--- src/rtl/core_pkg.sv ---
// Shared definitions for the fetch side of the pipelined modified-MIPS core.
//   IMEM_BYTES        instruction memory size in bytes
//   RESET_PC_DEFAULT  byte address of the first fetch after reset
//   NOP_WORD          encoding used for IF/ID bubbles
//   fetch_state_e     fetch FSM states {FS_BOOT, FS_RUN, FS_HALT}
//   pc_is_bad()       misaligned or beyond the last full word of memory
package core_pkg;

    localparam int unsigned IMEM_BYTES       = 16384;
    localparam logic [31:0] RESET_PC_DEFAULT = 32'd100;
    localparam logic [31:0] NOP_WORD         = 32'h0000_0000;

    typedef enum logic [1:0] {
        FS_BOOT = 2'd0,
        FS_RUN  = 2'd1,
        FS_HALT = 2'd2
    } fetch_state_e;

    // The last legal word starts at mem_bytes-4; anything above it, or not
    // word aligned, cannot be fetched.
    function automatic logic pc_is_bad(input logic [31:0] pc, input logic [31:0] mem_bytes);
        return (pc[1:0] != 2'b00) || (pc > (mem_bytes - 32'd4));
    endfunction

endpackage

--- src/rtl/fetch_pc_reg.sv ---
// Program counter register with next-PC selection and fetch fault detection.
//   clk, rst_n        clock, asynchronous active-low reset
//   run_i             fetch FSM is in FS_RUN (PC only moves while running)
//   stall_i           hold PC (load-use hazard)
//   branch_taken_i    redirect to branch_target_i (wins over stall)
//   branch_target_i   byte address of the redirect
//   pc_o              current PC
//   pc_plus4_o        PC + 4 (wraps modulo 2^32)
//   fault_o           current PC would be fetched this edge but is illegal
module fetch_pc_reg
    import core_pkg::*;
#(
    parameter logic [31:0] RESET_PC  = RESET_PC_DEFAULT,
    parameter int unsigned MEM_BYTES = IMEM_BYTES
) (
    input  logic        clk,
    input  logic        rst_n,
    input  logic        run_i,
    input  logic        stall_i,
    input  logic        branch_taken_i,
    input  logic [31:0] branch_target_i,
    output logic [31:0] pc_o,
    output logic [31:0] pc_plus4_o,
    output logic        fault_o
);

    logic [31:0] pc_q;
    logic [31:0] pc_d;

    assign pc_o       = pc_q;
    assign pc_plus4_o = pc_q + 32'd4;

    // A bad PC only matters on an edge that would actually latch its word:
    // a redirect discards it and a stall defers the decision.
    assign fault_o = run_i && !branch_taken_i && !stall_i
                     && pc_is_bad(pc_q, 32'(MEM_BYTES));

    always_comb begin
        pc_d = pc_q;
        if (run_i) begin
            if (branch_taken_i) begin
                pc_d = branch_target_i;
            end else if (!stall_i && !fault_o) begin
                pc_d = pc_plus4_o;
            end
        end
    end

    always_ff @(posedge clk or negedge rst_n) begin
        if (!rst_n) begin
            pc_q <= RESET_PC;
        end else begin
            pc_q <= pc_d;
        end
    end

endmodule

--- src/rtl/instruction_fetch_unit.sv ---
// Instruction fetch stage: presents the PC to a combinational instruction
// memory and captures the returned word into the IF/ID pipeline register.
//   clk, rst_n          clock, asynchronous active-low reset
//   stall               hold PC and IF/ID (load-use hazard)
//   branch_taken        redirect from ID this cycle; flushes IF/ID
//   branch_target       byte address fetched after a redirect
//   imem_pc             byte address to instruction memory (= PC)
//   imem_instruction    word returned for imem_pc
//   if_id_instruction   latched instruction (0 = NOP bubble)
//   if_id_pc_plus4      PC+4 of the latched instruction
//   if_id_valid         IF/ID holds a real fetch
//   fetch_fault         sticky illegal-PC indication; fetch halts until reset
module instruction_fetch_unit
    import core_pkg::*;
#(
    parameter logic [31:0] RESET_PC  = RESET_PC_DEFAULT,
    parameter int unsigned MEM_BYTES = IMEM_BYTES
) (
    input  logic        clk,
    input  logic        rst_n,
    input  logic        stall,
    input  logic        branch_taken,
    input  logic [31:0] branch_target,
    output logic [31:0] imem_pc,
    input  logic [31:0] imem_instruction,
    output logic [31:0] if_id_instruction,
    output logic [31:0] if_id_pc_plus4,
    output logic        if_id_valid,
    output logic        fetch_fault
);

    fetch_state_e state_q, state_d;
    logic [31:0]  instr_q, instr_d;
    logic [31:0]  pc4_q, pc4_d;
    logic         valid_q, valid_d;
    logic         fault_q, fault_d;

    logic [31:0]  pc_plus4;
    logic         pc_fault;

    fetch_pc_reg #(
        .RESET_PC  (RESET_PC),
        .MEM_BYTES (MEM_BYTES)
    ) u_pc (
        .clk             (clk),
        .rst_n           (rst_n),
        .run_i           (state_q == FS_RUN),
        .stall_i         (stall),
        .branch_taken_i  (branch_taken),
        .branch_target_i (branch_target),
        .pc_o            (imem_pc),
        .pc_plus4_o      (pc_plus4),
        .fault_o         (pc_fault)
    );

    always_comb begin
        state_d = state_q;
        instr_d = instr_q;
        pc4_d   = pc4_q;
        valid_d = valid_q;
        fault_d = fault_q;
        unique case (state_q)
            // One idle edge after reset so the first memory read settles.
            FS_BOOT: state_d = FS_RUN;
            FS_RUN: begin
                if (branch_taken) begin
                    // The word at imem_pc is wrong-path; drop it.
                    instr_d = NOP_WORD;
                    valid_d = 1'b0;
                end else if (stall) begin
                    // hold everything
                end else if (pc_fault) begin
                    fault_d = 1'b1;
                    state_d = FS_HALT;
                    instr_d = NOP_WORD;
                    valid_d = 1'b0;
                end else begin
                    instr_d = imem_instruction;
                    pc4_d   = pc_plus4;
                    valid_d = 1'b1;
                end
            end
            FS_HALT: begin
                instr_d = NOP_WORD;
                valid_d = 1'b0;
            end
            default: state_d = FS_HALT;
        endcase
    end

    always_ff @(posedge clk or negedge rst_n) begin
        if (!rst_n) begin
            state_q <= FS_BOOT;
            instr_q <= NOP_WORD;
            pc4_q   <= 32'd0;
            valid_q <= 1'b0;
            fault_q <= 1'b0;
        end else begin
            state_q <= state_d;
            instr_q <= instr_d;
            pc4_q   <= pc4_d;
            valid_q <= valid_d;
            fault_q <= fault_d;
        end
    end

    assign if_id_instruction = instr_q;
    assign if_id_pc_plus4    = pc4_q;
    assign if_id_valid       = valid_q;
    assign fetch_fault       = fault_q;

endmodule

--- config.mk ---
export PLATFORM = sky130hd
export DESIGN_NAME = instruction_fetch_unit
export DESIGN_NICKNAME = d
export VERILOG_FILES = /design/src/rtl/core_pkg.sv /design/src/rtl/fetch_pc_reg.sv /design/src/rtl/instruction_fetch_unit.sv
export SDC_FILE = /design/constraint.sdc
export NUM_CORES = 1
export LEC_CHECK = 0
export CORE_MARGIN = 10
export CORE_UTILIZATION = 40
export DETAILED_ROUTE_END_ITERATION = 6
export HOLD_SLACK_MARGIN = 0.06
export PLACE_DENSITY = 0.85
export SETUP_SLACK_MARGIN = 0.2
export SYNTH_ARGS = -nofsm -noshare
export SYNTH_HDL_FRONTEND = slang
export SYNTH_SLANG_ARGS = --single-unit
--- constraint.sdc ---
create_clock -name clk -period 4.35 [get_ports clk]
set_input_delay 0.6525 -clock clk [delete_from_list [all_inputs] [get_ports clk]]
set_output_delay 0.6525 -clock clk [all_outputs]
set_load 0.05 [all_outputs]
## Word-level counts from Yosys, hierarchy flattened

Cells that the tools add are included.

- Bits in read-only memories: 0
- Bits of input ports: 68
- Bits in writable memories: 0
- Register bits after elaboration: 100
- Logic and storage cells: 49
- Memories kept: 0
- Latch bits: 0

- Divide/modulo/power cells: 0
- Multiplexer cells: 14
- Magnitude comparators: 1
- Reductions and logical operators: 17
- Eq/ne operators: 6
- Multiply operators: 0
- $add $sub $neg: 1
- Bitwise operators: 4
- Shifts and indexed selects: 0

Operator list:

| cell | number |
|---|---|
| $mux 32 | 5 |
| $pmux 32 s2 | 1 |
| $add 32x3->32 const B | 1 |
| $gt 32x14->1 const B | 1 |
| $reduce_and 4->1 | 3 |
| $mux 2 | 3 |
| $ne 2x2->1 const B | 3 |
| $pmux 2 s3 | 1 |
| $reduce_bool 2->1 | 3 |
| $logic_and 1x1->1 | 4 |
| $not 1->1 | 4 |
| $reduce_and 2->1 | 2 |
| $logic_not 1->1 | 3 |
| $mux 1 | 3 |
| $ne 3x3->1 const B | 1 |
| $eq 2x1->1 const B | 1 |
| $eq 2x2->1 const B | 1 |
| $logic_not 2->1 | 1 |
| $pmux 1 s2 | 1 |
| $logic_or 1x1->1 | 1 |

## Longest topological paths before layout

Gate-level depths: netlist of the first run.

- Depth after elaboration: 8
- Depth in mapped cells: 8

## Cells and area by module

From an unflattened synthesis of the first run, not the netlist that was laid out.

- Cell total of the unflattened synthesis: 399
- Area, all modules: 4723.3 µm²

Modules (own cells, without submodules):

| module | cells an instance | instances | area an instance (µm²) |
|---|---|---|---|
| instruction_fetch_unit | 160 | 1 | 2607.5 |
| fetch_pc_reg | 239 | 1 | 2115.8 |

## Worst setup path before layout of the first run

Ideal clock, no wire load.

- Path type: input to register
- From: in branch_taken
- To: reg u_pc.pc_q[30], in the netlist u_pc.pc_o[30]
- Cell stages on the path: 6
- Arrival: 1.946 ns
- Slack: 2.280 ns
- Data required time: 4.226 ns
- Library setup time: 0.124 ns
- Cell sequence: buf_6 nand4b_1 or4_4 nor4_2 a21oi_1 a211o_1

- Cells in the longest elaborated chain, start to end: 8
- Elaborated cells on any way between the ends: 9
- Classes of those cells: mux: 1; reduce/logical: 8

Ends and longest elaborated chain:

| what | line | RTL |
|---|---|---|
| from (decl) | instruction_fetch_unit.sv:22 | `input logic branch_taken,` |
| $logic_not 1->1 | fetch_pc_reg.sv:35 | `assign fault_o = run_i && !branch_taken_i && !stall_i` |
| $logic_and 1x1->1 (2 in series) | fetch_pc_reg.sv:35 |  |
| $logic_and 1x1->1 | fetch_pc_reg.sv:36 | `&& pc_is_bad(pc_q, 32'(MEM_BYTES));` |
| $logic_not 1->1 | fetch_pc_reg.sv:43 | `end else if (!stall_i && !fault_o) begin` |
| $logic_and 1x1->1 | fetch_pc_reg.sv:43 |  |
| $reduce_bool 2->1 (no source line) | n/a |  |
| $reduce_and 2->1 (no source line) | n/a |  |
| to (signal assigned) | fetch_pc_reg.sv:53 | `pc_q <= pc_d;` |
| to (decl) | fetch_pc_reg.sv:27 | `logic [31:0] pc_q;` |

Parallel ways exist; a longest one is shown, timed or not.
A chain may end at the register's enable or synchronous reset.

## Final worst setup path of the first run

- From: reg u_pc.pc_q[18], in the netlist u_pc.pc_o[18]
- To: reg instr_q[9], in the netlist if_id_instruction[9]

- Cells in the longest elaborated chain, start to end: 7

Ends and longest elaborated chain:

| what | line | RTL |
|---|---|---|
| $gt 32x14->1 | core_pkg.sv:22 | `return (pc[1:0] != 2'b00) \|\| (pc > (mem_bytes - 32'd4));` |
| $logic_or 1x1->1 | core_pkg.sv:22 |  |
| $logic_and 1x1->1 | fetch_pc_reg.sv:36 |  |
| $mux 32 | instruction_fetch_unit.sv:72 | `end else if (pc_fault) begin` |
| $mux 32 | instruction_fetch_unit.sv:70 | `end else if (stall) begin` |
| $mux 32 | instruction_fetch_unit.sv:66 | `if (branch_taken) begin` |
| $pmux 32 s2 | instruction_fetch_unit.sv:62 | `unique case (state_q)` |
| to (signal assigned) | instruction_fetch_unit.sv:100 | `instr_q <= instr_d;` |
| to (decl) | instruction_fetch_unit.sv:33 | `logic [31:0] instr_q, instr_d;` |

Every way passes these cells. The select of a mux whose other input is x is not followed.

==> results of run 1 <==
==> path summary, 6_finish.rpt <==
kind                                    start                   end  slack, ps
worst max-delay path            u_pc.pc_o[18]  if_id_instruction[9]       1660
worst min-delay path                    rst_n          u_pc.pc_o[1]        410
worst max register to register  u_pc.pc_o[18]  if_id_instruction[9]       1660
worst min register to register    if_id_valid           if_id_valid        490
max in group asynchronous               rst_n          u_pc.pc_o[2]       2980
min in group clk                  if_id_valid           if_id_valid        490
==> worst max-delay path, cell delays in order (launching register included) <==
cell and delay, ps:
dfrtp_1 450, nor4_1 660, and4_2 900, buf_4 410, a22o_1 190
==> kinds of logic after synthesis <==
kind of cell,after synthesis
AND/OR/NAND/NOR,145
flip-flops,100
adder cells (fa/ha/maj),1
XOR/XNOR,11
multiplexers,5
buffers and inverters,31
AO/OA/AOI/OAI,98
==> cell usage after synthesis (3+ instances only) <==
| master | count | share of area |
|---|---|---|
| nor4_1 | 13 | 0.019 |
| dfstp_2 | 3 | 0.019 |
| xnor2_1 | 5 | 0.010 |
| and3_1 | 3 | 0.0044 |
| nor2_1 | 21 | 0.019 |
| and2_1 | 3 | 0.0044 |
| buf_6 | 3 | 0.0079 |
| o21ai_0 | 21 | 0.025 |
| a21oi_1 | 22 | 0.026 |
| inv_1 | 4 | 0.0035 |
| buf_2 | 5 | 0.0059 |
| o211ai_1 | 7 | 0.012 |
| dfrtp_1 | 97 | 0.57 |
| clkbuf_1 | 12 | 0.011 |
| nand2_1 | 45 | 0.040 |
| a211o_1 | 3 | 0.0062 |
| o22a_1 | 3 | 0.0062 |
| nor3_1 | 7 | 0.0082 |
| and4_1 | 4 | 0.0082 |
| buf_4 | 5 | 0.0088 |
| nand3_1 | 12 | 0.014 |
| nand4_1 | 6 | 0.0088 |
| a22o_1 | 32 | 0.066 |
| xor2_1 | 6 | 0.012 |
| mux2i_1 | 3 | 0.0071 |
| nor2b_1 | 22 | 0.032 |
==> flip-flops by register name, summed over array words and instances (netlist names) <==
signal             cells
if_id_valid            1
u_pc.pc_o             32
if_id_instruction     32
fetch_fault            1
if_id_pc_plus4        32
state_q                2
==> power by group through the flow <==
stage	clock network, mW	registers, mW	logic, mW
finish	0.756	1.31	1.18
global route	0.822	1.34	1.25
CTS	0.779	1.31	1.19
detailed placement	0	1.32	1.18
global placement	0	1.31	1.17
floorplan	0	1.69	0.326
==> routing by layer <==
layer,vias to the layer above,routed length (um),track usage,share of wire
met5,-,0,0,0
met4,0,187,0.05459,0.014
met3,18,1271,0.06335,0.097
met2,180,6270,0.2716,0.48
met1,1798,5401,0.2062,0.41
li1,1710,-,-,-
==> through the flow <==
| step | cells | setup slack [ps] |
|---|---|---|
| final | 689 | 1660 |
| after global routing | 689 | 1483 |
| after CTS | 689 | 1656 |
| after detailed placement | 673 | 1501 |
| after global placement | 673 | 1561 |
| after floorplan | 391 | 2280 |
==> final cells by class <==
cell class | count | share of cell area
sequential | 100 | 0.4008
timing repair buffer | 172 | 0.2722
multi-input combinational | 260 | 0.2548
tap | 136 | 0.02722
clock inverter | 7 | 0.02221
clock buffer | 9 | 0.01981
inverter | 5 | 0.003002
==> summary.txt, run 1 <==
Timing
  • Setup TNS: 0 ps
  • Worst slew pin tran: 877.7 ps
  • Skew final: 6.618 ps
  • Post-Route Hold Slack: 410.8 ps
  • Fmax: 371.7 MHz
  • Fin crit share: 0.6185
  • Setup violation total in the final timing report: 0
  • Relative slew slack: 0.4149
  • Hold Violations, Final: 0
  • RSZ-0062 raised after global routing: false
  • Period minus WS final: 2690 ps
  • Final-report max-slew violation count: 0

Clock tree
  • PostCTS Resize Cnt: 0
  • CTS tree: done
  • Root Buffer: clkbuf_8
  • H-tree Lvls: 3
  • Num CTS Buffers: 9
  • CTS sink count: 100
  • CTS hold repair buffers: 0
  • Maximum clock path buffer count: 2
  • Post-CTS setup buffer count: 0
  • Reg clk slew, reported paths: 90 ps
  • Worst-Skew Late Latency: 370 ps

Detailed routing
  • Drt wl/cell: 19.06 um
  • Drt initial violations: 253
  • DR pass1 iterations: 4
  • Number of remaining DRC errors: 0
  • Post-route ant nets: 0
  • WL final: 13.13 mm
  • Vias/cell: 5.379
  • Via count: 3706

Synth
  • Simple-gate portion of the synthesized area: 0.1760
  • Netlist cell types: 45
  • Largest family of logic cells by synthesized area: simple AND/OR/NAND/NOR gates
  • Syn_nets: 460
  • Syn Std Cell Area: 4258 um2
  • Post-synthesis mux area share: 0.01234
  • Seq/Total Area, Yosys: 0.5886
  • Synth Area in Adders: 0.002939
  • Synth Warn #: 0
  • Ys async rst share: 1.000
  • EDFF count, synth: 0
  • Mean Syn Cell Area: 10.89 um2
  • Compound-Gate Fraction of Synth Area: 0.1590
  • Synthesized netlist cell count: 391
  • XOR/XNOR share of the synthesized area: 0.02263
  • Synth Register Bits: 100
  • Ys flop type: dfrtp_1

Place
  • DPL Wire Length: 9.838 mm
  • Post-DP Area: 5989 um2
  • IO buf count: 165
  • Global placer's final weighted congestion: 0.8673

Global routing
  • Grt total ovfl: 0
  • Vias in the first global route: 3820
  • Initial antenna violation count: 0
  • First-pass GRT wire length: 20.34 mm
  • Pin count of the biggest net entering global routing: 70
  • GRT Util Overall: 0.1690

Floorplan
  • Io pins: 166
  • Die W: 123.2 um
  • Die area: 15170 um2
  • FP Rows: 37
  • Core area: 10370 um2
  • Die Height: 123.2 um
  • Initial core utilization: 0.4106

Power and ir drop
  • Static Leak: 2.682 nW
  • Clock group share of total power: 0.233
  • Combinational power share: 0.363
  • Peak VDD IR: 0.4422 mV
  • Sw Ratio: 0.4045
  • PwrDens: 519.2 nW/um2
  • Int Power: 1.933 mW
  • Sw power: 1.313 mW
  • Seq pwr share: 0.404
  • Post-layout power: 3.246 mW

Worst setup path
  • CP arrival: 3000 ps
  • R2R cell count: 4
  • Critical Path Sink Type: flop
  • Crit Path Category: reg2reg
  • WP data required: 4660 ps
  • Worst Setup Start Kind: flop
  • Crit Path Max Fanout: 41

Finish
  • Nets: 617
  • Core Util, Final: 0.6029
  • Most frequent cells in the layout: clkdlybuf4s50_1 (164), dfrtp_1 (97), nand2_1 (45), a22o_1 (32), nor2b_1 (22)
  • Commonest non-fill, non-tap cell in the layout: clkdlybuf4s50_1
  • Fin area: 6252 um2
  • Antenna diodes: 0
  • Area of the multi-input gates: 1593 um2
  • Layout cells sized above 1: 0.06510
  • Fillers: 863
  • Area Overhead vs Synth: 46.84%
  • Register area: 2506 um2

Outcome
  • Status: finished, final reports clean

Hold path
  • Hold Path Class: in2async

Run
  • Max-Cap Viols: 0
Note: power is estimated with default switching activity, not from simulation.
==> inputs of run 2 (changes only) <==
Settings changed: PLACE_DENSITY 0.85 to 0.88.
Clock period 4.35 ns to 2.2 ns, I/O delays scaled along.
==> run 2 against run 1 <==
Die area unchanged. Via count up 1.9%. Hold slack better by 73 ps. Highest routed layer unchanged. Combinational power up 110%. Final cell count up 2.3%.
==> summary.txt, run 2 (synthesis gave the netlist of run 1 again) <==
Clock tree
  • Maximum clock path buffer count: 2
  • H-tree Lvls: 3
  • CTS tree: done
  • Worst-Skew Late Latency: 360 ps
  • CTS sink count: 100
  • Root Buffer: clkbuf_8
  • Reg clk slew, reported paths: 100 ps
  • Num CTS Buffers: 9

Timing
  • Worst slew pin tran: 606.6 ps
  • Setup violation total in the final timing report: 0
  • Period minus WS final: 1934 ps
  • Fin crit share: 0.8791
  • Skew final: 9.570 ps
  • Final-report max-slew violation count: 0
  • Setup TNS: 0 ps
  • Hold Violations, Final: 0
  • Fmax: 517.1 MHz
  • Relative slew slack: 0.5956
  • RSZ-0062 raised after global routing: true

Worst setup path
  • Largest stage delay on the critical path: 830 ps
  • WP data required: 1870 ps
  • Critical Path Sink Type: primary output
  • Crit path max-delay family: buffers and inverters
  • Crit path buf inv count: 1
  • Critical-path top delay cell: clkdlybuf4s50_1
  • Crit Path Max Fanout: 4
  • Worst Setup Start Kind: flop
  • CP arrival: 1600 ps
  • Crit Path Category: reg2out
  • Cell chain of the critical path: clkdlybuf4s50_1

Power and ir drop
  • Static Leak: 2.942 nW
  • Peak VDD IR: 0.6927 mV
  • Clock group share of total power: 0.199
  • Int Power: 3.502 mW
  • Combinational power share: 0.392
  • Post-layout power: 6.199 mW
  • PwrDens: 964.3 nW/um2
  • Seq pwr share: 0.410
  • Sw power: 2.697 mW
  • Sw Ratio: 0.4351

Detailed routing
  • DR pass1 iterations: 4
  • Via count: 3778
  • Post-route ant nets: 0
  • Vias/cell: 5.359
  • Drt wl/cell: 19.33 um
  • WL final: 13.63 mm
  • Drt initial violations: 305
  • Number of remaining DRC errors: 0

Finish
  • Area Overhead vs Synth: 50.98%
  • Nets: 633
  • Most frequent cells in the layout: clkdlybuf4s50_1 (134), dfrtp_1 (92), nand2_1 (45), a22o_1 (32), nor2b_1 (22)
  • Layout cells sized above 1: 0.1125
  • Antenna diodes: 0
  • Commonest non-fill, non-tap cell in the layout: clkdlybuf4s50_1

Global routing
  • First-pass GRT wire length: 20.91 mm
  • GRT Util Overall: 0.1731
  • Pin count of the biggest net entering global routing: 44
  • Grt total ovfl: 0
  • Vias in the first global route: 3778
  • Initial antenna violation count: 0

Place
  • DPL Wire Length: 10.29 mm
  • IO buf count: 165
  • Global placer's final weighted congestion: 0.9689

Floorplan
  • Die area: 15170 um2
  • FP Rows: 37
  • Die W: 123.2 um
  • Io pins: 166
  • Core area: 10370 um2
  • Die Height: 123.2 um
  • Initial core utilization: 0.4106

Outcome
  • Status: finished, final reports clean

Run
  • Max-Cap Viols: 0

Hold path
  • Hold Path Class: reg2reg
-- run 2: cell types whose count changed in the layout (fill, tap and decap cells not counted), moves of 3 or more --
cell             previous run  this run
buf_4                       8        20
dfrtp_1                    97        92
dlygate4sd2_1               0        14
buf_12                      0         5
dfrtp_2                     0         5
bufinv_16                   4         1
clkdlybuf4s50_1           164       134
nor4_1                     13        10
dlymetal6s2s_1              0        14
nor4_2                      1         4
-- run 2: final timing paths --
check | slack [ps] | startpoint | to | cells past startpoint
max | 270 | u_pc.pc_o[1] | imem_pc[1] | 1
min | 480 | fetch_fault | fetch_fault | 1
max reg2reg | 280 | u_pc.pc_o[14] | if_id_pc_plus4[2] | 5
min reg2reg | 480 | fetch_fault | fetch_fault | 1
max in group asynchronous | 1070 | rst_n | u_pc.pc_o[30] | 3
min in group asynchronous | 510 | rst_n | u_pc.pc_o[17] | 2
-- run 2: stage by stage --
stage	utilization	cell area [um2]	hold slack, ps	setup slack (ps)	instances
global placement	0.5917	6136	360.7	97.29	684
CTS	0.6110	6336	488.8	202.0	701
floorplan	-	4264	34.41	202.2	391
detailed placement	0.5917	6136	373.8	55.11	684
finish	0.6199	6429	483.3	266.1	705
global route	0.6199	6429	490.4	133.0	705
-- run 2: final cells by class --
class | count | area [um2]
multi-input combinational | 260 | 1622
sequential | 100 | 2512
fill | 829 | 3941
clock inverter | 7 | 82.58
inverter | 5 | 18.77
clock buffer | 9 | 123.9
timing repair buffer | 188 | 1899
tap | 136 | 170.2
-- run 2: timing repair --
item | 4_1_cts | 5_1_grt
pin swaps | 0 | 2
hold buffers | 1 | 0
buffers inserted | 0 | 4
resized for setup | 15 | 21
endpoints found under the setup margin | 39 | 82
hold endpoints to repair | 38 | 0
-- run 2: power by group through the flow --
stage | registers (mW) | clock network (mW) | logic [mW]
final | 2.54 | 1.23 | 2.43
after global routing | 2.59 | 1.34 | 2.57
after CTS | 2.52 | 1.26 | 2.43
after detailed placement | 2.55 | 0 | 2.50
after global placement | 2.54 | 0 | 2.45
after floorplan | 3.35 | 0 | 0.644
-- run 2: routing by layer --
layer  GRT usage  routed length, um  up-vias
li1            -                  -     1741
met5           0                  0        -
met1      0.2104               5432     1868
met2      0.2976               6976      147
met3     0.04284                955       22
met4     0.05095                262        0
